==> config.mk <==
export PLATFORM = sky130hd
export DESIGN_NAME = fetch_queue_flat
export DESIGN_NICKNAME = d
export VERILOG_FILES = /design/src/rtl/fetch_pkg.sv /design/src/rtl/fetch_queue_if.sv /design/src/rtl/fq_slot_buf.sv /design/src/rtl/fetch_queue.sv /design/src/flat_wrapper.sv
export SDC_FILE = /design/constraint.sdc
export NUM_CORES = 1
export LEC_CHECK = 0
export ABC_AREA = 1
export CORE_MARGIN = 5
export CORE_UTILIZATION = 25
export CTS_CLUSTER_SIZE = 28
export DETAILED_ROUTE_END_ITERATION = 10
export PLACE_DENSITY = 0.49
export SYNTH_ARGS = -nofsm -noshare
export SYNTH_HDL_FRONTEND = slang
export SYNTH_SLANG_ARGS = --single-unit
export TNS_END_PERCENT = 50
==> constraint.sdc <==
create_clock -name clk -period 5.5 [get_ports clk]
set_input_delay 1.375 -clock clk [delete_from_list [all_inputs] [get_ports clk]]
set_output_delay 1.375 -clock clk [all_outputs]
set_load 0.02 [all_outputs]
==> src/rtl/fetch_pkg.sv <==
// Shared constants for the fetch queue: default depth, pointer width helper and
// the instruction value presented to decode when no instruction is valid.
package fetch_pkg;
  localparam int DEF_DEPTH = 4;
  localparam int PTR_W     = $clog2(DEF_DEPTH) + 1;
  localparam logic [31:0] NOP_INSTR = 32'h0000_0000;

  // Pointers carry one extra MSB so full and empty differ.
  function automatic int ptr_width(input int depth);
    return $clog2(depth) + 1;
  endfunction
endpackage

==> src/rtl/fetch_queue_if.sv <==
// Fetch-stage bundle: pc register link, instruction memory port and IF/ID handshake.
interface fetch_queue_if #(parameter int ADDR_W = 32, parameter int DATA_W = 32);
  logic [ADDR_W-1:0] pc_in;
  logic              stall_pc;
  logic              flush;
  logic              imem_req;
  logic [ADDR_W-1:0] imem_addr;
  logic              imem_ready;
  logic              imem_rvalid;
  logic [DATA_W-1:0] imem_rdata;
  logic              id_valid;
  logic [DATA_W-1:0] id_instr;
  logic [ADDR_W-1:0] id_pc;
  logic              id_ready;

  modport master (
    input  pc_in, flush, imem_ready, imem_rvalid, imem_rdata, id_ready,
    output stall_pc, imem_req, imem_addr, id_valid, id_instr, id_pc
  );
  modport slave (
    output pc_in, flush, imem_ready, imem_rvalid, imem_rdata, id_ready,
    input  stall_pc, imem_req, imem_addr, id_valid, id_instr, id_pc
  );
endinterface

==> src/rtl/fq_slot_buf.sv <==
// Slot storage for the fetch queue: alloc port writes the PC, fill port writes the
// instruction, one read port for the head. Only the filled bits are reset.
module fq_slot_buf #(
  parameter  int DEPTH  = 4,
  parameter  int ADDR_W = 32,
  parameter  int DATA_W = 32,
  localparam int IDX_W  = $clog2(DEPTH)
) (
  input  logic              clk,
  input  logic              rst,
  input  logic              alloc_en_i,
  input  logic [IDX_W-1:0]  alloc_idx_i,
  input  logic [ADDR_W-1:0] alloc_pc_i,
  input  logic              fill_en_i,
  input  logic [IDX_W-1:0]  fill_idx_i,
  input  logic [DATA_W-1:0] fill_data_i,
  input  logic [IDX_W-1:0]  rd_idx_i,
  output logic [ADDR_W-1:0] rd_pc_o,
  output logic [DATA_W-1:0] rd_instr_o,
  output logic              rd_filled_o
);
  logic [DEPTH-1:0][ADDR_W-1:0] pc_q;
  logic [DEPTH-1:0][DATA_W-1:0] instr_q;
  logic [DEPTH-1:0]             filled_q;

  // Alloc and fill never target the same slot: fill hits an allocated slot, alloc a free one.
  always_ff @(posedge clk or negedge rst) begin
    if (!rst) begin
      filled_q <= '0;
    end else begin
      if (alloc_en_i) filled_q[alloc_idx_i] <= 1'b0;
      if (fill_en_i)  filled_q[fill_idx_i]  <= 1'b1;
    end
  end

  always_ff @(posedge clk) begin
    if (alloc_en_i) pc_q[alloc_idx_i]   <= alloc_pc_i;
    if (fill_en_i)  instr_q[fill_idx_i] <= fill_data_i;
  end

  assign rd_pc_o     = pc_q[rd_idx_i];
  assign rd_instr_o  = instr_q[rd_idx_i];
  assign rd_filled_o = filled_q[rd_idx_i];
endmodule

==> src/rtl/fetch_queue.sv <==
// In-order instruction fetch queue between the pc register and IF/ID; tracks
// outstanding memory requests and drops wrong-path responses after a redirect.
module fetch_queue
  import fetch_pkg::*;
#(
  parameter int DEPTH  = DEF_DEPTH,
  parameter int ADDR_W = 32,
  parameter int DATA_W = 32
) (
  input logic           clk,
  input logic           rst,
  fetch_queue_if.master bus
);
  localparam int PW = ptr_width(DEPTH);
  localparam int IW = PW - 1;
  localparam int SW = PW + 1;
  localparam logic [PW-1:0] DEPTH_P = PW'(DEPTH);
  localparam logic [SW-1:0] DEPTH_S = SW'(DEPTH);

  logic [PW-1:0]     alloc_q, alloc_d, fill_q, fill_d, rd_q, rd_d;
  logic [PW-1:0]     discard_q, discard_d;
  logic [PW-1:0]     alloc_cnt, inflight;
  logic [SW-1:0]     pend;
  logic              can_issue, fire, pop, rsp_drop, rsp_fill, head_filled;
  logic [ADDR_W-1:0] head_pc;
  logic [DATA_W-1:0] head_instr;

  assign alloc_cnt = alloc_q - rd_q;
  assign inflight  = alloc_q - fill_q;
  // Responses still owed by memory: wrong-path ones plus live ones.
  assign pend      = {1'b0, discard_q} + {1'b0, inflight};
  assign can_issue = (alloc_cnt < DEPTH_P) & (pend < DEPTH_S);

  assign bus.imem_req  = rst & can_issue & ~bus.flush;
  assign bus.imem_addr = bus.pc_in;
  assign fire          = bus.imem_req & bus.imem_ready;
  assign bus.stall_pc  = ~rst | ~(fire | bus.flush);

  assign bus.id_valid  = (alloc_cnt != '0) & head_filled;
  assign bus.id_instr  = bus.id_valid ? head_instr : DATA_W'(NOP_INSTR);
  assign bus.id_pc     = head_pc;

  assign pop      = bus.id_valid & bus.id_ready & ~bus.flush;
  assign rsp_drop = bus.imem_rvalid & (discard_q != '0);
  assign rsp_fill = bus.imem_rvalid & (discard_q == '0) & (inflight != '0) & ~bus.flush;

  always_comb begin
    alloc_d   = alloc_q;
    fill_d    = fill_q;
    rd_d      = rd_q;
    discard_d = discard_q;
    if (bus.flush) begin
      // Everything in flight becomes wrong-path; a response this cycle is already one of them.
      alloc_d   = '0;
      fill_d    = '0;
      rd_d      = '0;
      discard_d = discard_q + inflight - PW'(bus.imem_rvalid && (pend != '0));
    end else begin
      if (fire)     alloc_d   = alloc_q + PW'(1);
      if (rsp_fill) fill_d    = fill_q + PW'(1);
      if (rsp_drop) discard_d = discard_q - PW'(1);
      if (pop)      rd_d      = rd_q + PW'(1);
    end
  end

  always_ff @(posedge clk or negedge rst) begin
    if (!rst) begin
      alloc_q   <= '0;
      fill_q    <= '0;
      rd_q      <= '0;
      discard_q <= '0;
    end else begin
      alloc_q   <= alloc_d;
      fill_q    <= fill_d;
      rd_q      <= rd_d;
      discard_q <= discard_d;
    end
  end

  fq_slot_buf #(.DEPTH(DEPTH), .ADDR_W(ADDR_W), .DATA_W(DATA_W)) u_slots (
    .clk         (clk),
    .rst         (rst),
    .alloc_en_i  (fire),
    .alloc_idx_i (alloc_q[IW-1:0]),
    .alloc_pc_i  (bus.pc_in),
    .fill_en_i   (rsp_fill),
    .fill_idx_i  (fill_q[IW-1:0]),
    .fill_data_i (bus.imem_rdata),
    .rd_idx_i    (rd_q[IW-1:0]),
    .rd_pc_o     (head_pc),
    .rd_instr_o  (head_instr),
    .rd_filled_o (head_filled)
  );

`ifndef SYNTHESIS
  a_orphan_rsp: assert property (@(posedge clk) disable iff (!rst)
    !(bus.imem_rvalid && (pend == '0)));
`endif
endmodule

==> src/flat_wrapper.sv <==
// flat-port wrapper written by rule: the top's interface ports become plain ports
module fetch_queue_flat import fetch_pkg::*;
#(
  parameter int DEPTH  = DEF_DEPTH,
  parameter int ADDR_W = 32,
  parameter int DATA_W = 32
)
  (clk, rst, bus_pc_in, bus_flush, bus_imem_ready, bus_imem_rvalid, bus_imem_rdata, bus_id_ready, bus_stall_pc, bus_imem_req, bus_imem_addr, bus_id_valid, bus_id_instr, bus_id_pc);
  fetch_queue_if #(.ADDR_W(ADDR_W), .DATA_W(DATA_W)) bus_i ();
  input logic clk;
  input logic rst;
  input wire logic [$bits(bus_i.pc_in)-1:0] bus_pc_in;
  input wire logic [$bits(bus_i.flush)-1:0] bus_flush;
  input wire logic [$bits(bus_i.imem_ready)-1:0] bus_imem_ready;
  input wire logic [$bits(bus_i.imem_rvalid)-1:0] bus_imem_rvalid;
  input wire logic [$bits(bus_i.imem_rdata)-1:0] bus_imem_rdata;
  input wire logic [$bits(bus_i.id_ready)-1:0] bus_id_ready;
  output wire logic [$bits(bus_i.stall_pc)-1:0] bus_stall_pc;
  output wire logic [$bits(bus_i.imem_req)-1:0] bus_imem_req;
  output wire logic [$bits(bus_i.imem_addr)-1:0] bus_imem_addr;
  output wire logic [$bits(bus_i.id_valid)-1:0] bus_id_valid;
  output wire logic [$bits(bus_i.id_instr)-1:0] bus_id_instr;
  output wire logic [$bits(bus_i.id_pc)-1:0] bus_id_pc;
  assign bus_i.pc_in = bus_pc_in;
  assign bus_i.flush = bus_flush;
  assign bus_i.imem_ready = bus_imem_ready;
  assign bus_i.imem_rvalid = bus_imem_rvalid;
  assign bus_i.imem_rdata = bus_imem_rdata;
  assign bus_i.id_ready = bus_id_ready;
  assign bus_stall_pc = bus_i.stall_pc;
  assign bus_imem_req = bus_i.imem_req;
  assign bus_imem_addr = bus_i.imem_addr;
  assign bus_id_valid = bus_i.id_valid;
  assign bus_id_instr = bus_i.id_instr;
  assign bus_id_pc = bus_i.id_pc;
  fetch_queue #(.DEPTH(DEPTH), .ADDR_W(ADDR_W), .DATA_W(DATA_W)) u_core (.clk(clk), .rst(rst), .bus(bus_i));
endmodule
==> flow_summary.yaml <==
die:
  initial_core_util_pct: 25.1
  dieWidth_um: 225
  ioPinCount: 169
  num_rows: 79
  core_um2: 46300
  die_h_um: 225
  die_area_um2: 50800
grt:
  grt_overflow: 0
  gr-usage-all-layers_pct: 10.8
  grt_pass1_vias: 7177
  grt_pass1_wl_mm: 43.4
  antenna_found_initial: 0
  grt_start_max_net_pins: 70
logic_synthesis:
  synth.distinct_cells: 32
  async_flop_share_pct: 5.88
  synth_flop_cell: "edfxtp_1"
  syn_nets: 1016
  synth-edff-count: 256
  synthTopCellsByArea: "edfxtp_1, nor2_1, o21ai_0"
  yosysMostFrequentCell: "edfxtp_1"
  synth_top_area_share_pct: 66.3
  ys_ff_latch: 272
  avgSynthCellArea_um2: 12.6
  post_synth_inst_count: 923
  ys_warn_count: 0
  syn-cell-area_um2: 11600
  ys_top_cells_by_count: "edfxtp_1, nor2_1, o21ai_0, inv_1, buf_4"
  ys_seq_area_share_pct: 69.8
  yosysTopAreaCell: "edfxtp_1"
placement:
  dp_worst_setup_slack_ns: 0.958
  port-buffer-count: 168
  gp_congestion: 0.746
  place_hpwl_mm: 17.5
  placed_cells: 1634
power:
  peakVddDrop_v: 0.000192
  p_leak_nw: 5.00
  finalPower_mw: 6.77
  p_per_area_nw_per_um2: 463
cells_and_area:
  nets: 1152
  syn2layout_area_growth_pct: 26.2
  n_antenna_cell: 0
  fillCellCount: 4691
  instances_no_fill: 1688
  drive_above_1_share_pct: 10.5
route:
  initialDrtViolationCount: 366
  wl_per_cell_um: 16.9
  wirelength_mm: 28.6
  detail_route.vias_per_cell: 4.31
  first_pass_iters: 5
  drc: 0
  vias: 7276
  drtAntennaViolNets: 0
flow_run:
  maxCapViolations: 0
timing:
  fin_setup_tns_ns: 0
  finalWorstSetupSlack_ns: 0.396
  slew_violations: 0
  worstMarginPinSlew_ns: 0.756
  hold_viol_final: 0
  rsz0062_at_grt: "no"
  finalClockSkew_ns: 0.0189
  final-setup-viol-count: 0
  max_freq_mhz: 196
  min_period_over_period_pct: 92.8
  min_period_ns: 5.10
  timing.slew.headroom_pct: 49.5
cts:
  cts-root-buf: "clkbuf_16"
  cts_tree: "done"
  cts_buffers: 30
  htreeDepth: 1
  cts_hold_buf: 0
  post_cts_buffers: 0
  clkTransAtPathRegs_ns: 0.06
  clk_path_buf_depth: 3
  clock_sinks: 272
  clk-insertion-delay-late_ns: 0.56
  cts_resized: 0
critical_path:
  critPathKind: "flop to output port"
  cp_max_fo: 12
  start_kind: "flop"
  cp.required_ns: 4.12
  cp-end-kind: "output port"
  crit_arrival_ns: 3.73
status:
  status: "finished, final reports clean"
worst_hold_path:
  hold_path.class: "flop to flop"
-- critical path, stage by stage (launching register included) --
cell             delay, ns
dfrtp_1               0.41
inv_1                 0.17
ha_1                  0.18
inv_1                 0.05
fa_1                  0.52
inv_1                 0.08
fa_1                  0.41
o21ai_0               0.23
inv_1                 0.06
nor2_1                0.12
nand4_2               0.08
buf_4                 0.21
nand2_1               0.07
nand2_1               0.04
clkdlybuf4s50_1       0.54
-- worst paths after layout --
path,slack (ns),cells after the start,start,end
max reg2reg,1.41,18,u_core.alloc_q[0],u_core.discard_q[2]
min in group asynchronous,1.19,2,rst,u_core.u_slots.filled_q[3]
max,0.40,14,u_core.alloc_q[0],bus_stall_pc
min,0.49,2,u_core.u_slots.filled_q[3],u_core.u_slots.filled_q[3]
max in group asynchronous,4.07,2,rst,u_core.rd_q[0]
min reg2reg,0.49,2,u_core.u_slots.filled_q[3],u_core.u_slots.filled_q[3]
-- cell type report --
cell class / count / area, µm² / share of cell area [%]
Clock buffer: 37 / 798 / 5.46
Clock inverter: 17 / 150 / 1.03
Inverter: 47 / 179 / 1.22
Multi-Input combinational cell: 521 / 2810 / 19.2
Sequential cell: 272 / 8100 / 55.3
Tap cell: 607 / 759 / 5.19
Timing Repair Buffer: 187 / 1840 / 12.6
-- placed cells by master, fill, tap and decap left out --
cell / instances
nand2_8: 1
xor2_1: 3
dfrtp_1: 14
inv_1: 42
nand3_1: 25
clkinv_2: 6
nand2_1: 36
nand4_1: 7
clkinv_1: 8
clkbuf_1: 6
edfxtp_1: 256
buf_4: 18
ha_1: 19
fa_1: 4
bufinv_16: 3
nand2_2: 2
o22ai_1: 32
o211ai_1: 1
inv_4: 1
nand3b_4: 1
clkbuf_16: 31
nand3_2: 4
xnor2_1: 2
buf_12: 1
nand2_4: 4
a21oi_2: 29
nor2_1: 204
clkdlybuf4s50_1: 168
dfrtp_4: 2
nor2_4: 5
a21oi_1: 3
o21ai_0: 127
inv_2: 4
o21ai_1: 9
nand4_2: 1
o31ai_1: 2
-- registers in the layout (all words and copies together), names as in the netlist --
name,flops
u_core.u_slots.instr_q,128
u_core.u_slots.pc_q,128
u_core.u_slots.filled_q,4
u_core.alloc_q,3
u_core.discard_q,3
u_core.fill_q,3
u_core.rd_q,3
-- cells by family after synthesis --
logic type | count (synthesis) | share of synthesized area (%)
buf+inv | 130 | 6.27
xor+xnor | 5 | 0.378
simple gates | 290 | 10.7
fa+ha+maj | 23 | 2.74
flops | 272 | 69.8
compound gates | 203 | 10.1
-- stage by stage --
stage          instance area, µm²  utilization, %  hold WS (ns)
2_1_floorplan               11600               -         0.452
3_3_place_gp                13700            29.6         0.472
3_5_place_dp                13700            29.6         0.480
4_1_cts                     14600            31.6         0.494
5_1_grt                     14600            31.6         0.528
6_report                    14600            31.6         0.488
-- report_power, final --
part	internal, mW	leakage [nW]	total (mW)	switching [mW]
Clock	1.16	0.468	1.94	0.784
Sequential	2.32	2.51	2.40	0.0803
Combinational	0.926	2.02	2.44	1.51
-- metal layers --
metal,track usage [%],vias to the layer above,share of wire (%)
li1,-,3511,-
met1,14.7,3550,46
met2,17.9,175,47
met3,2.79,40,5.7
met4,1.95,0,1.8
met5,0,-,0
(Power assumes the default switching activity.)
